==> src/rtl/equalizer_sequencer.sv <==
// Phase controller for the histogram-equalization pipeline: clears M2, then runs
// the histogram, CDF and output-mapping units in turn and owns the M2 write port.
module equalizer_sequencer #(
  parameter int unsigned PIXEL_COUNT = 64,
  parameter int unsigned CLEAR_WORDS = 64,
  parameter logic [19:0] TIMEOUT     = 20'hFFFFF
) (
  input  logic          clock_i,
  input  logic          reset_i,
  input  logic          start_i,
  input  logic          abort_i,
  output logic          busy_o,
  output logic          done_o,
  output logic          error_o,
  output logic          hist_start_o,
  input  logic          hist_done_i,
  output logic          cdf_start_o,
  input  logic          cdf_done_i,
  input  logic          cdf_min_valid_i,
  input  logic [19:0]   cdf_min_in_i,
  output logic          out_start_o,
  input  logic          out_done_i,
  output logic [19:0]   CdfMin_o,
  output logic [19:0]   divisor_o,
  input  logic          hist_we_i,
  input  logic [15:0]   hist_waddr_i,
  input  logic [127:0]  hist_wbus_i,
  input  logic          cdf_we_i,
  input  logic [15:0]   cdf_waddr_i,
  input  logic [127:0]  cdf_wbus_i,
  output logic          m2_WriteEnable_o,
  output logic [15:0]   m2_WriteAddress_o,
  output logic [127:0]  m2_WriteBus_o
);

  // state | meaning
  // IDLE  | wait for start          CLEAR | zero-fill histogram words
  // HIST  | histogram unit running  CDF   | CDF unit running, capture minimum
  // MAP   | output mapping running  DONE  | one-cycle completion
  // ERR   | fault, held until abort or reset
  typedef enum logic [2:0] {
    S_IDLE, S_CLEAR, S_HIST, S_CDF, S_MAP, S_DONE, S_ERR
  } state_e;

  localparam logic [19:0] PIX_CNT  = 20'(PIXEL_COUNT);
  localparam logic [15:0] CLR_LAST = 16'(CLEAR_WORDS - 1);
  localparam logic [19:0] TO_LAST  = TIMEOUT - 20'd1;

  state_e        state_q, state_d;
  logic [15:0]   clr_cnt_q, clr_cnt_d;
  logic [19:0]   phase_cnt_q, phase_cnt_d;
  logic          min_cap_q, min_cap_d;
  logic [19:0]   cdf_min_q, cdf_min_d;
  logic [19:0]   divisor_q, divisor_d;
  logic          busy_q, busy_d;
  logic          done_q, done_d;
  logic          error_q, error_d;
  logic          hist_start_q, hist_start_d;
  logic          cdf_start_q, cdf_start_d;
  logic          out_start_q, out_start_d;
  logic          min_seen;
  logic [19:0]   min_val;
  logic          timed_out;

  always_ff @(posedge clock_i) begin
    if (reset_i) begin
      state_q      <= S_IDLE;
      clr_cnt_q    <= '0;
      phase_cnt_q  <= '0;
      min_cap_q    <= 1'b0;
      cdf_min_q    <= '0;
      divisor_q    <= '0;
      busy_q       <= 1'b0;
      done_q       <= 1'b0;
      error_q      <= 1'b0;
      hist_start_q <= 1'b0;
      cdf_start_q  <= 1'b0;
      out_start_q  <= 1'b0;
    end else begin
      state_q      <= state_d;
      clr_cnt_q    <= clr_cnt_d;
      phase_cnt_q  <= phase_cnt_d;
      min_cap_q    <= min_cap_d;
      cdf_min_q    <= cdf_min_d;
      divisor_q    <= divisor_d;
      busy_q       <= busy_d;
      done_q       <= done_d;
      error_q      <= error_d;
      hist_start_q <= hist_start_d;
      cdf_start_q  <= cdf_start_d;
      out_start_q  <= out_start_d;
    end
  end

  always_comb begin
    state_d     = state_q;
    clr_cnt_d   = '0;
    phase_cnt_d = '0;
    min_cap_d   = min_cap_q;
    cdf_min_d   = cdf_min_q;
    divisor_d   = divisor_q;
    // a minimum arriving with cdf_done still counts for that decision
    min_seen    = min_cap_q | cdf_min_valid_i;
    min_val     = min_cap_q ? cdf_min_q : cdf_min_in_i;
    timed_out   = (phase_cnt_q == TO_LAST);
    if (abort_i) begin
      state_d = S_IDLE;
    end else begin
      case (state_q)
        S_IDLE:  if (start_i) state_d = S_CLEAR;
        S_CLEAR: begin
          if (clr_cnt_q == CLR_LAST) state_d = S_HIST;
          else                       clr_cnt_d = clr_cnt_q + 16'd1;
        end
        S_HIST: begin
          if (hist_done_i)    state_d = S_CDF;
          else if (timed_out) state_d = S_ERR;
          else                phase_cnt_d = phase_cnt_q + 20'd1;
        end
        S_CDF: begin
          if (cdf_min_valid_i && !min_cap_q) begin
            cdf_min_d = cdf_min_in_i;
            min_cap_d = 1'b1;
          end
          if (cdf_done_i) begin
            if (!min_seen || (min_val >= PIX_CNT)) begin
              state_d = S_ERR;
            end else begin
              divisor_d = PIX_CNT - min_val;
              state_d   = S_MAP;
            end
          end else if (timed_out) begin
            state_d = S_ERR;
          end else begin
            phase_cnt_d = phase_cnt_q + 20'd1;
          end
        end
        S_MAP: begin
          if (out_done_i)     state_d = S_DONE;
          else if (timed_out) state_d = S_ERR;
          else                phase_cnt_d = phase_cnt_q + 20'd1;
        end
        S_DONE:  state_d = S_IDLE;
        S_ERR:   state_d = S_ERR;
        default: state_d = S_IDLE;
      endcase
    end
    if (state_d == S_IDLE) min_cap_d = 1'b0;
  end

  always_comb begin
    hist_start_d = (state_d == S_HIST) && (state_q != S_HIST);
    cdf_start_d  = (state_d == S_CDF)  && (state_q != S_CDF);
    out_start_d  = (state_d == S_MAP)  && (state_q != S_MAP);
    done_d       = (state_d == S_DONE);
    error_d      = (state_d == S_ERR);
    busy_d       = state_d inside {S_CLEAR, S_HIST, S_CDF, S_MAP};
    m2_WriteEnable_o  = 1'b0;
    m2_WriteAddress_o = '0;
    m2_WriteBus_o     = '0;
    case (state_q)
      S_CLEAR: begin
        m2_WriteEnable_o  = 1'b1;
        m2_WriteAddress_o = clr_cnt_q;
      end
      S_HIST: begin
        m2_WriteEnable_o  = hist_we_i;
        m2_WriteAddress_o = hist_waddr_i;
        m2_WriteBus_o     = hist_wbus_i;
      end
      S_CDF: begin
        m2_WriteEnable_o  = cdf_we_i;
        m2_WriteAddress_o = cdf_waddr_i;
        m2_WriteBus_o     = cdf_wbus_i;
      end
      default: ;
    endcase
  end

  assign busy_o       = busy_q;
  assign done_o       = done_q;
  assign error_o      = error_q;
  assign hist_start_o = hist_start_q;
  assign cdf_start_o  = cdf_start_q;
  assign out_start_o  = out_start_q;
  assign CdfMin_o     = cdf_min_q;
  assign divisor_o    = divisor_q;

endmodule
==> config.mk <==
export PLATFORM = sky130hd
export DESIGN_NAME = equalizer_sequencer
export DESIGN_NICKNAME = d
export VERILOG_FILES = /design/src/rtl/equalizer_sequencer.sv
export SDC_FILE = /design/constraint.sdc
export NUM_CORES = 1
export LEC_CHECK = 0
export BUFFER_PORTS_ARGS = -buffer_cell sky130_fd_sc_hd__buf_2
export CAP_MARGIN = 20
export CORE_AREA = 2 2 201 203
export CTS_CLUSTER_SIZE = 16
export DETAILED_ROUTE_END_ITERATION = 7
export DIE_AREA = 0 0 203 205
export PLACE_DENSITY = 0.45
export SLEW_MARGIN = 5
export SYNTH_ARGS = -nofsm -noshare
export SYNTH_HDL_FRONTEND = slang
export SYNTH_SLANG_ARGS = --single-unit
==> constraint.sdc <==
create_clock -name clock_i -period 2.4 [get_ports clock_i]
set_input_delay 0.24 -clock clock_i [delete_from_list [all_inputs] [get_ports clock_i]]
set_output_delay 0.24 -clock clock_i [all_outputs]
set_load 0.01 [all_outputs]
* Yosys cells after proc, flatten, opt, wreduce, memory -nomap -nowiden
Cells that the tools add are included.
** Word-level totals
- Word-level logic and storage cells :: 69
- Input bits :: 318
- Register bits after elaboration :: 86
- Output and inout port bits :: 191
** Cells by class
- $lt $le $gt $ge :: 1
- Add/sub/neg operators :: 3
- Bitwise logic cells :: 4
- Muxes and demuxes :: 18
- Equality and inequality tests :: 16
- Reductions and logical operators :: 15
** Operator list (number)
- 128-bit one-hot mux with 2 select lines :: 1
- 20-bit two-way mux :: 5
- 20-bit one-hot mux with 3 select lines :: 1
- 16-bit one-hot mux with 3 select lines :: 1
- 3-bit two-way mux :: 7
- 20-bit by 1-bit adder with 20-bit output, second input constant :: 1
- 20-bit == test, second input constant :: 1
- 20-bit by 7-bit greater-or-equal comparator with 1-bit output, second input constant :: 1
- 7-bit by 20-bit subtractor with 20-bit output, first input constant :: 1
- 3-bit one-hot mux with 6 select lines :: 1
- 16-bit by 1-bit adder with 16-bit output, second input constant :: 1
- 16-bit by 6-bit == test with 1-bit output, second input constant :: 1
- 3-bit == test, second input constant :: 5
- 3-bit by 2-bit == test with 1-bit output, second input constant :: 4
- 3-bit by 1-bit == test with 1-bit output, second input constant :: 2
- 3-bit zero test :: 2
- 3-bit by 2-bit inequality test with 1-bit output, second input constant :: 2
- 1-bit logical AND :: 4
- 4-bit AND reduction :: 1
- 4-bit nonzero test :: 1
- 2-bit OR reduction :: 2
- 4-bit OR reduction :: 1
- 3-bit inequality test, second input constant :: 1
- 1-bit NOT :: 3
- 6 further kinds :: 7

* Longest topological paths before layout
Gate-level depths: netlist (run 1).
- Depth in word-level cells :: 9
- Gate-level depth with buffers :: 9
- Mapped depth without buffers :: 8

* Worst setup path after synthesis (run 1)
Ideal clock, no wire load.
- Kind :: flip-flop to flip-flop
- Start point :: reg cdf_min_q[14], in the netlist CdfMin_o[14]
- End point :: reg min_cap_q
- Arrival :: 2023 ps
- Data required time :: 2266 ps
- Period minus slack after synthesis :: 2156 ps
- Setup slack :: 244 ps
- Path buffers :: 0
- Library setup time :: 134 ps
- Cell stages (with the launch flop) :: 7
- Cell sequence :: dfxtp_1 or4b_1 o22a_1 or4_4 a211oi_4 and2_1 a211oi_1
** Between the ends
- Cells in the longest elaborated chain, start to end :: 9
** Ends and longest elaborated chain
- start: declaration :: line 53 : logic [19:0] cdf_min_q, cdf_min_d;
- start signal: assignment :: line 84 : cdf_min_q <= cdf_min_d;
- 20-bit two-way mux :: line 104 : min_val = min_cap_q ? cdf_min_q : cdf_min_in_i;
- 20-bit by 7-bit greater-or-equal comparator with 1-bit output :: line 126 : if (!min_seen || (min_val >= PIX_CNT)) begin
- 1-bit logical OR :: line 126
- 2-bit two-way mux :: line 126
- 3-bit two-way mux :: line 125 : if (cdf_done_i) begin
- 3-bit one-hot mux with 6 select lines :: line 109 : case (state_q)
- 3-bit two-way mux :: line 106 : if (abort_i) begin
- 3-bit zero test :: line 148 : if (state_d == S_IDLE) min_cap_d = 1'b0;
- 2-bit OR reduction (no source line)
- end signal: assignment :: line 83 : min_cap_q <= min_cap_d;
- end: declaration :: line 52 : logic min_cap_q, min_cap_d;
No other way between the ends.
A chain may end at the register's enable or synchronous reset.

* Worst setup path in the final report (run 1)
- Start point :: reg min_cap_q
- End point :: reg hist_start_q, in the netlist hist_start_o
** Between the ends
- Cells in the longest elaborated chain, start to end :: 9
- Elaborated cells on any way between the ends :: 11
- Classes of those cells :: order compare (1); eq/ne (1); mux (5); bitwise (1); reduce/logical (3)
** Ends and longest elaborated chain
- 20-bit two-way mux or 1-bit bitwise OR (tied branches) :: line 104, 103
- 20-bit by 7-bit greater-or-equal comparator with 1-bit output or 1-bit zero test (tied branches) :: line 126
- 1-bit logical OR * :: line 126
- 2-bit two-way mux * :: line 126
- 3-bit two-way mux * :: line 125
- 3-bit one-hot mux with 6 select lines * :: line 109
- 3-bit two-way mux * :: line 106
- 3-bit by 2-bit == test with 1-bit output * :: line 152 : hist_start_d = (state_d == S_HIST) && (state_q != S_HIST);
- 1-bit logical AND * :: line 152
- end signal: assignment :: line 89 : hist_start_q <= hist_start_d;
- end: declaration :: line 58 : logic hist_start_q, hist_start_d;
Mark *: on every way between the ends. The rest lies on a longest branch, timed or not.

==> metrics.csv, run 1 <==
metric;value;unit
synth_edf_count;0;
core;0.03937;mm^2
worstSetupEndpointType;flop;
dpl.cell_count;1753;
nNetsFinal;1562;
path_class;flop to flop;
path_max_fanout;4;
max_slew_margin;49.80;%
async_reset_ff_share;0;%
yosys_register_bits;86;
power_switching;913.5;uW
syn2layout_area_growth;61.39;%
yosysWarnings;0;
synthDistinctLibCells;50;
root_buffer;clkbuf_16;
cp_num_cells;7;
reg2reg_to;hist_start_o;
cp.arrival;2.55;ns
netlist_instances;751;
clkSinkCount;86;
rsz0062_at_grt;yes;
htree_levels;3;
seq_power_share;41.9;%
crit_family;simple AND/OR/NAND/NOR gates;
power_density;358.9;mW/mm^2
drc;0;
period_share;96.12;%
reg2regPathDepth;7;
holdPathStages;3;
antenna_found_initial;24;
critPathMaxStageDelay;0.54;ns
die_h;205;um
intPower;2.499;mW
yosysTopAreaCell;dfxtp_1;
rrSetupSlack;0.09;ns
worstSkewPairLatency;0.35;ns
maxCapViolCount;0;
total_leakage_power;4.469;nW
hp-start;cdf_min_in_i[1];
holdPathEnd;CdfMin_o[1];
dr.first_iter.drc_count;441;
overflow;0;
crit_buf_inv;1;
switching_share;26.77;%
worstReg2RegStart;min_cap_q;
vias;7159;
clock_path_buffers;2;
gp_congestion;0.8895;
grt_pass1_vias;6786;
cts_made_buffers;9;
hpwl;27540;um
setup.worst_path.start_class;flop;
worst_pin_slew;0.7530;ns
routed_wl;32460;um
fillers;4446;
die_w;203;um
cts_tree;built;
grt_max_degree;125;
grt_use_total;14.53;%
cts.hold.buffers_added;0;
syn_area;0.005892;mm^2
vias_per_cell;4.026;
fin_area;0.009509;mm^2
status;completed;
avgSynthCellArea;7.845;um^2
synth_nets;1073;
path_clk_slew;0.07;ns
rows;73;
fin_ws;0.09312;ns
min_path_type;input port to flop;
post-place-ws;0.006243;ns
final_cells;1778;
port_buffers;508;
clockPowerShare;39.6;%
required;2.64;ns
layout_min_cycle_time;2.307;ns
setup_violations;0;
netlist_top_cells_count;nor2_1 (199), mux2i_1 (139), dfxtp_1 (86);
irDropWorstVdd;335.2;uV
pin_count;509;
ant_nets;0;
cpMaxStageDelayCell;or4_4;
final_max_slew_viol_count;0;
placed_area;0.009120;mm^2
critPathMostFrequentCell;or4_4;
crit_chain;or4_4 > o22a_1 > or4_4 > a211oi_4 > buf_6 > nor2_1 > o2111a_1;
hold_slack;0.1332;ns
drive_gt1_share;46.91;%
synth_top_cell_area_share;29.22;%
grt_pass1_wl;44480;um
ys_seq_area_share;29.22;%
skew;0.01628;ns
first_pass_iters;5;
post-route-util;24.16;%
fin_setup_tns;0;ns
synth_most_common_cell;nor2_1;
die_area;0.04162;mm^2
p_total;3.413;mW
fmax;0.4335;GHz
synth_area_leaders;dfxtp_1 (29%), mux2i_1 (24%), nor2_1 (13%);
start_util;14.97;%
finalHoldViolations;0;
p_comb_share;18.5;%
synth_top_flop_cell;dfxtp_1;
wl_per_cell;18.26;um
==> sequential cells by signal, indices dropped and copies added (netlist names) <==
name and count:
CdfMin_o 20, busy_o 1, cdf_start_o 1, clr_cnt_q 16, divisor_o 20, done_o 1, error_o 1, hist_start_o 1
min_cap_q 1, out_start_o 1, phase_cnt_q 20, state_q 3
==> power by group through the flow <==
stage          Clock (mW)  Combinational [mW]  Sequential [mW]
2_1_floorplan           0               0.246             1.46
3_3_place_gp            0               0.632             1.46
3_5_place_dp            0               0.634             1.46
4_1_cts              1.40               0.639             1.43
5_1_grt              1.46               0.689             1.43
6_report             1.35               0.632             1.43
==> layer usage <==
layer,vias up,part of all wire (%),global-route usage [%]
met2,286,48,24.61
met4,24,3.4,5.657
met3,63,8.4,4.773
met5,-,0.49,0
li1,3557,-,-
met1,3229,40,16.96
==> area by class of cell <==
cell class                 instances  area, um^2  share of cell area, %
multi-input combinational        605        3983                  41.88
timing repair buffer             534        2831                  29.78
clock inverter                     4       30.03                 0.3158
tap                              525       656.9                  6.908
sequential                        86        1727                  18.16
clock buffer                      12       246.5                  2.592
inverter                           4       15.01                 0.1579
antenna                            8       20.02                 0.2105
==> repair_timing <==
| action | 4_1_cts | 5_1_grt |
|---|---|---|
| resized for setup | 6 | 9 |
| setup endpoints to repair | 19 | 78 |
| pin swaps | 0 | 3 |
| cloned | 0 | 1 |
| setup buffers | 0 | 0 |
==> cell families (layout without fill, tap and decap cells) <==
| family | count (synthesis) | after routing | share of synthesized area [%] |
|---|---|---|---|
| mux | 156 | 156 | 26.86 |
| compound gates | 66 | 66 | 7.560 |
| xor+xnor | 36 | 36 | 5.351 |
| simple gates | 343 | 343 | 26.16 |
| other cells | 0 | 8 | 0 |
| fa+ha+maj | 4 | 4 | 0.8495 |
| buf+inv | 60 | 554 | 3.992 |
| flops | 86 | 86 | 29.22 |
==> cells in the final DEF, fill, tap and decap left out, types with 3 or more instances in the layout <==
cell,Yosys,routed
a211oi_1,6,5
a21oi_1,28,28
a22oi_1,17,17
and2_1,14,14
and3_1,5,5
and4_1,5,5
buf_12,0,3
buf_2,5,508
buf_4,1,17
buf_6,0,3
clkbuf_16,0,10
dfxtp_1,86,84
diode_2,0,8
ha_1,4,4
inv_1,4,4
mux2_2,17,17
mux2i_1,139,137
nand2_1,53,53
nand2b_1,5,4
nand3_1,16,16
nand4_1,4,4
nor2_1,199,198
nor2b_1,7,7
nor3_1,9,9
nor4b_1,4,3
or2_2,4,4
or3_1,3,3
xnor2_1,14,14
xor2_1,22,22
==> worst register-to-register path, cell delays in order (launching register included) <==
cell	delay (ns)
dfxtp_2	0.35
or4_4	0.53
o22a_1	0.19
or4_4	0.54
a211oi_4	0.24
buf_6	0.14
nor2_1	0.04
o2111a_1	0.16
==> worst max-delay path by stage <==
stage            startpoint       endpoint  slack [ns]
6_report          min_cap_q   hist_start_o        0.09
5_1_grt        CdfMin_o[14]   hist_start_o      -0.004
4_1_cts        clr_cnt_q[0]      min_cap_q       0.007
3_5_place_dp      min_cap_q  divisor_o[13]       0.006
3_3_place_gp   clr_cnt_q[0]      min_cap_q        0.04
2_1_floorplan  CdfMin_o[14]      min_cap_q        0.24
Note: power is estimated with default switching activity, not from simulation.
==> run 2, diff against run 1 <==
ABC_AREA = 1   (was default)
CORE_AREA = 2 2 196 198   (was 2 2 201 203)
DIE_AREA = 0 0 198 200   (was 0 0 203 205)
==> metrics.csv, run 2 <==
metric;value;unit
status;completed;
clock_path_buffers;2;
ys_seq_area_share;31.55;%
vias_per_cell;4.126;
crit_buf_inv;4;
critPathMaxStageDelay;0.34;ns
htree_levels;3;
netlist_instances;754;
cts_tree;built;
nNetsFinal;1561;
syn2layout_area_growth;64.53;%
synth_most_common_cell;a22o_1;
wl_per_cell;18.85;um
max_slew_margin;69.63;%
total_leakage_power;4.623;nW
start_util;14.59;%
fillers;4250;
final_max_slew_viol_count;0;
hpwl;28660;um
yosysTopAreaCell;dfxtp_1;
cp.arrival;2.00;ns
irDropWorstVdd;380.7;uV
first_pass_iters;5;
die_h;200;um
min_path_type;input port to flop;
finalHoldViolations;0;
setup_violations;0;
postCtsSetupRepairBufs;0;
synth_nets;1076;
mostFrequentLayoutCell;buf_2;
fin_area;0.008980;mm^2
synth_top_flop_cell;dfxtp_1;
placed_area;0.008576;mm^2
gp_congestion;0.9420;
yosysWarnings;0;
cts_made_buffers;9;
crit_family;buffers and inverters;
rsz0062_at_grt;no;
cts.hold.buffers_added;0;
port_buffers;508;
synth_area_leaders;dfxtp_1 (32%), a22o_1 (21%), nand2_1 (8.7%);
clkSinkCount;86;
synth_edf_count;0;
antenna_found_initial;27;
pin_count;509;
path_class;flop to output pin;
core;0.03740;mm^2
cpMaxStageDelayCell;dfxtp_1;
path_max_fanout;52;
multi_input_comb_area;0.003244;mm^2
drc;0;
layout_min_cycle_time;2.244;ns
drive_gt1_share;45.34;%
crit_chain;inv_1 > nand2_1 > nor2_4 > buf_12 > buf_16 > a22o_1 > buf_2;
post-place-ws;0.2501;ns
die_w;198;um
maxCapViolCount;0;
setup.worst_path.start_class;flop;
root_buffer;clkbuf_16;
skew;0.007450;ns
ant_nets;0;
async_reset_ff_share;0;%
path_clk_slew;0.07;ns
dr.first_iter.drc_count;421;
netlist_top_cells_count;a22o_1 (128), nand2_1 (126), nor2_1 (106);
grt_max_degree;55;
worstSkewPairLatency;0.35;ns
fin_setup_tns;0;ns
grt_use_total;15.78;%
grt_pass1_wl;44730;um
synth_top_cell_area_share;31.55;%
worst_pin_slew;0.4551;ns
fin_ws;0.1565;ns
vias;7336;
required;2.16;ns
grt_pass1_vias;6845;
period_share;93.48;%
routed_wl;33520;um
worstSetupEndpointType;output pin;
p_total;3.346;mW
rows;71;
power_density;372.6;mW/mm^2
die_area;0.03960;mm^2
synthDistinctLibCells;41;
cts_resized;1;
mostFrequentLayoutCells;buf_2 (508), a22o_1 (128), nand2_1 (126);
fmax;0.4457;GHz
avgSynthCellArea;7.238;um^2
overflow;0;
syn_area;0.005458;mm^2
seq_area;0.001723;mm^2
yosys_register_bits;86;
-- run 2: layer usage --
metal,share of wire (%),vias up,track usage (%)
met2,46,315,25.52
met5,0.34,-,0
met3,11,46,6.317
met4,2.2,18,5.542
li1,-,3622,-
met1,40,3335,18.96
-- run 2: worst paths after layout --
kind	from	to	slack (ns)	depth (start not counted)
worst max-delay path	state_q[0]	m2_WriteBus_o[60]	0.16	7
worst min-delay path	cdf_min_in_i[11]	CdfMin_o[11]	0.14	3
worst max register to register	clr_cnt_q[0]	clr_cnt_q[11]	0.34	11
worst min register to register	phase_cnt_q[0]	phase_cnt_q[0]	0.45	1
-- run 2: stage by stage --
stage / hold WS [ns] / util, % / cells
floorplan: 0.3161 / - / 754
global placement: 0.4328 / 22.93 / 1739
detailed placement: 0.4469 / 22.93 / 1739
CTS: 0.1231 / 23.79 / 1755
global route: 0.1400 / 23.90 / 1761
finish: 0.1395 / 24.01 / 1778
-- run 2: tightest hold or removal path: stages --
cell	delay, ns
buf_2	0.10
nor2_1	0.04
nor2_1	0.08
-- run 2: report_power, final --
group | switching (mW) | internal, mW | total, mW | leakage [nW]
combinational | 0.175 | 0.207 | 0.383 | 3.77
clock | 0.595 | 0.938 | 1.53 | 0.157
sequential | 0.00145 | 1.43 | 1.43 | 0.693
-- run 2: cells by family after synthesis --
group,after synthesis,synth area share (%)
xor gates and xnor gates,14,2.247
AOI/OAI and AO/OA,227,31.16
and+or+nand+nor,301,24.90
adders and majority gates,4,0.9170
buffers and inverters,122,9.239
DFF,86,31.55
-- run 2: layout make-up --
class	instances	area share, %
multi-input cells	546	36.13
repair buffers	524	30.33
flip-flops and latches	86	19.19
inverters	72	3.065
clock inverters	4	0.7803
clock buffers	12	2.745
diodes	23	0.6409
well taps	511	7.120
==> run 3, diff against run 2 <==
CTS_CLUSTER_DIAMETER = 30   (was default)
GPL_TIMING_DRIVEN = 0   (was default)
PLACE_DENSITY = default   (was 0.45)
==> metrics.csv, run 3 (synthesis results as in run 2) <==
metric;value;unit
fillers;4153;
die_w;198;um
cts.hold.buffers_added;0;
grt_pass1_vias;7111;
maxCapViolCount;0;
fin_ws;0.1154;ns
path_clk_slew;0.07;ns
path_max_fanout;10;
period_share;95.19;%
rrSetupSlack;0.19;ns
worst_pin_slew;0.5034;ns
rsz0062_at_grt;yes;
status;completed;
worstReg2RegStart;min_cap_q;
antenna_found_initial;12;
vias_per_cell;4.244;
clkSinkCount;86;
placed_area;0.008640;mm^2
ant_nets;0;
seq_area;0.001727;mm^2
fin_area;0.009179;mm^2
irDropWorstVdd;338.7;uV
grt_pass1_wl;49020;um
cts_made_buffers;9;
reg2regPathDepth;16;
drc;0;
syn2layout_area_growth;68.18;%
post-place-ws;-0.4378;ns
cp.arrival;2.04;ns
dr.first_iter.drc_count;466;
clock_path_buffers;2;
fmax;0.4377;GHz
root_buffer;clkbuf_16;
die_h;200;um
total_leakage_power;4.769;nW
mostFrequentLayoutCell;buf_2;
max_slew_margin;66.44;%
hpwl;32070;um
path_class;flop to output pin;
wl_per_cell;20.67;um
reg2reg_to;busy_o;
drive_gt1_share;47.42;%
fin_setup_tns;0;ns
final_cells;1797;
pin_count;509;
layout_min_cycle_time;2.285;ns
finalHoldViolations;0;
rows;71;
skew;0.01181;ns
min_path_type;input port to flop;
worstSkewPairLatency;0.34;ns
overflow;0;
p_total;3.218;mW
cp-startpoint;state_q[2];
first_pass_iters;6;
routed_wl;37150;um
start_util;14.59;%
worstSetupEndpointType;output pin;
nNetsFinal;1597;
port_buffers;508;
die_area;0.03960;mm^2
core;0.03740;mm^2
grt_use_total;17.52;%
cts_tree;built;
power_density;350.6;mW/mm^2
mostFrequentLayoutCells;buf_2 (511), nand2_1 (126), a22o_1 (125);
required;2.16;ns
setup.worst_path.start_class;flop;
gp_congestion;0.9587;
multi_input_comb_area;0.003296;mm^2
hold_slack;0.1426;ns
crit_end;m2_WriteAddress_o[13];
grt_max_degree;19;
setup_violations;0;
final_max_slew_viol_count;0;
dpl.cell_count;1773;
vias;7626;
post-route-util;24.54;%
htree_levels;3;
[run 3: changes by cell type in the layout (fill, tap and decap cells not counted), moves of 3 or more]
cell / delta
diode_2: -17
buf_4: +9
clkbuf_2: +8
clkbuf_4: +7
buf_6: +5
clkbuf_1: +4
a22o_1: -3
buf_2: +3
[run 3: layout make-up]
| type | instances | area share (%) |
|---|---|---|
| Clock inverter | 7 | 0.8451 |
| Clock buffer | 9 | 2.454 |
| Tap cell | 511 | 6.966 |
| Timing Repair Buffer | 511 | 28.14 |
| Multi-Input combinational cell | 546 | 35.91 |
| Sequential cell | 86 | 18.81 |
| Buffer | 49 | 3.721 |
| Inverter | 72 | 2.999 |
| Antenna cell | 6 | 0.1636 |
[run 3: report_power, final]
group          switching [mW]  internal, mW  total (mW)  leakage, nW
Clock                   0.663         0.736        1.40        0.144
Combinational           0.182         0.209       0.391         3.93
Sequential            0.00160          1.43        1.43        0.694
Total                   0.846          2.37        3.22         4.77
[run 3: worst max-delay path, cell delays in order, from the launching register on]
cell and delay (ns):
dfxtp_4 0.42, inv_2 0.08, nand3_4 0.12, inv_4 0.07, buf_6 0.17, buf_4 0.20
a22oi_2 0.28, o21ai_0 0.16, buf_2 0.17
[run 3: what timing repair did]
item | in CTS | in global routing
pin swaps | 1 | 0
cloned | 1 | 0
resized for setup | 60 | 26
endpoints found under the hold margin | 0 | 0
buffers inserted | 1 | 1
endpoints found under the setup margin | 142 | 80
[run 3: routing by layer]
layer / global-route usage [%] / vias to the layer above / wire length, um
met1: 21.41 / 3560 / 15280
li1: - / 3669 / -
met4: 4.205 / 12 / 733
met3: 4.032 / 40 / 2889
met2: 31.12 / 345 / 18160
met5: 0 / - / 77
[run 3: worst min-delay path by stage]
stage,startpoint,endpoint,slack (ns),depth (start not counted)
finish,cdf_min_in_i[10],CdfMin_o[10],0.14,3
global route,cdf_min_in_i[10],CdfMin_o[10],0.14,3
CTS,cdf_min_in_i[15],CdfMin_o[15],0.13,3
detailed placement,clr_cnt_q[0],clr_cnt_q[0],0.44,1
global placement,clr_cnt_q[0],clr_cnt_q[0],0.42,1
floorplan,reset_i,divisor_o[19],0.32,1
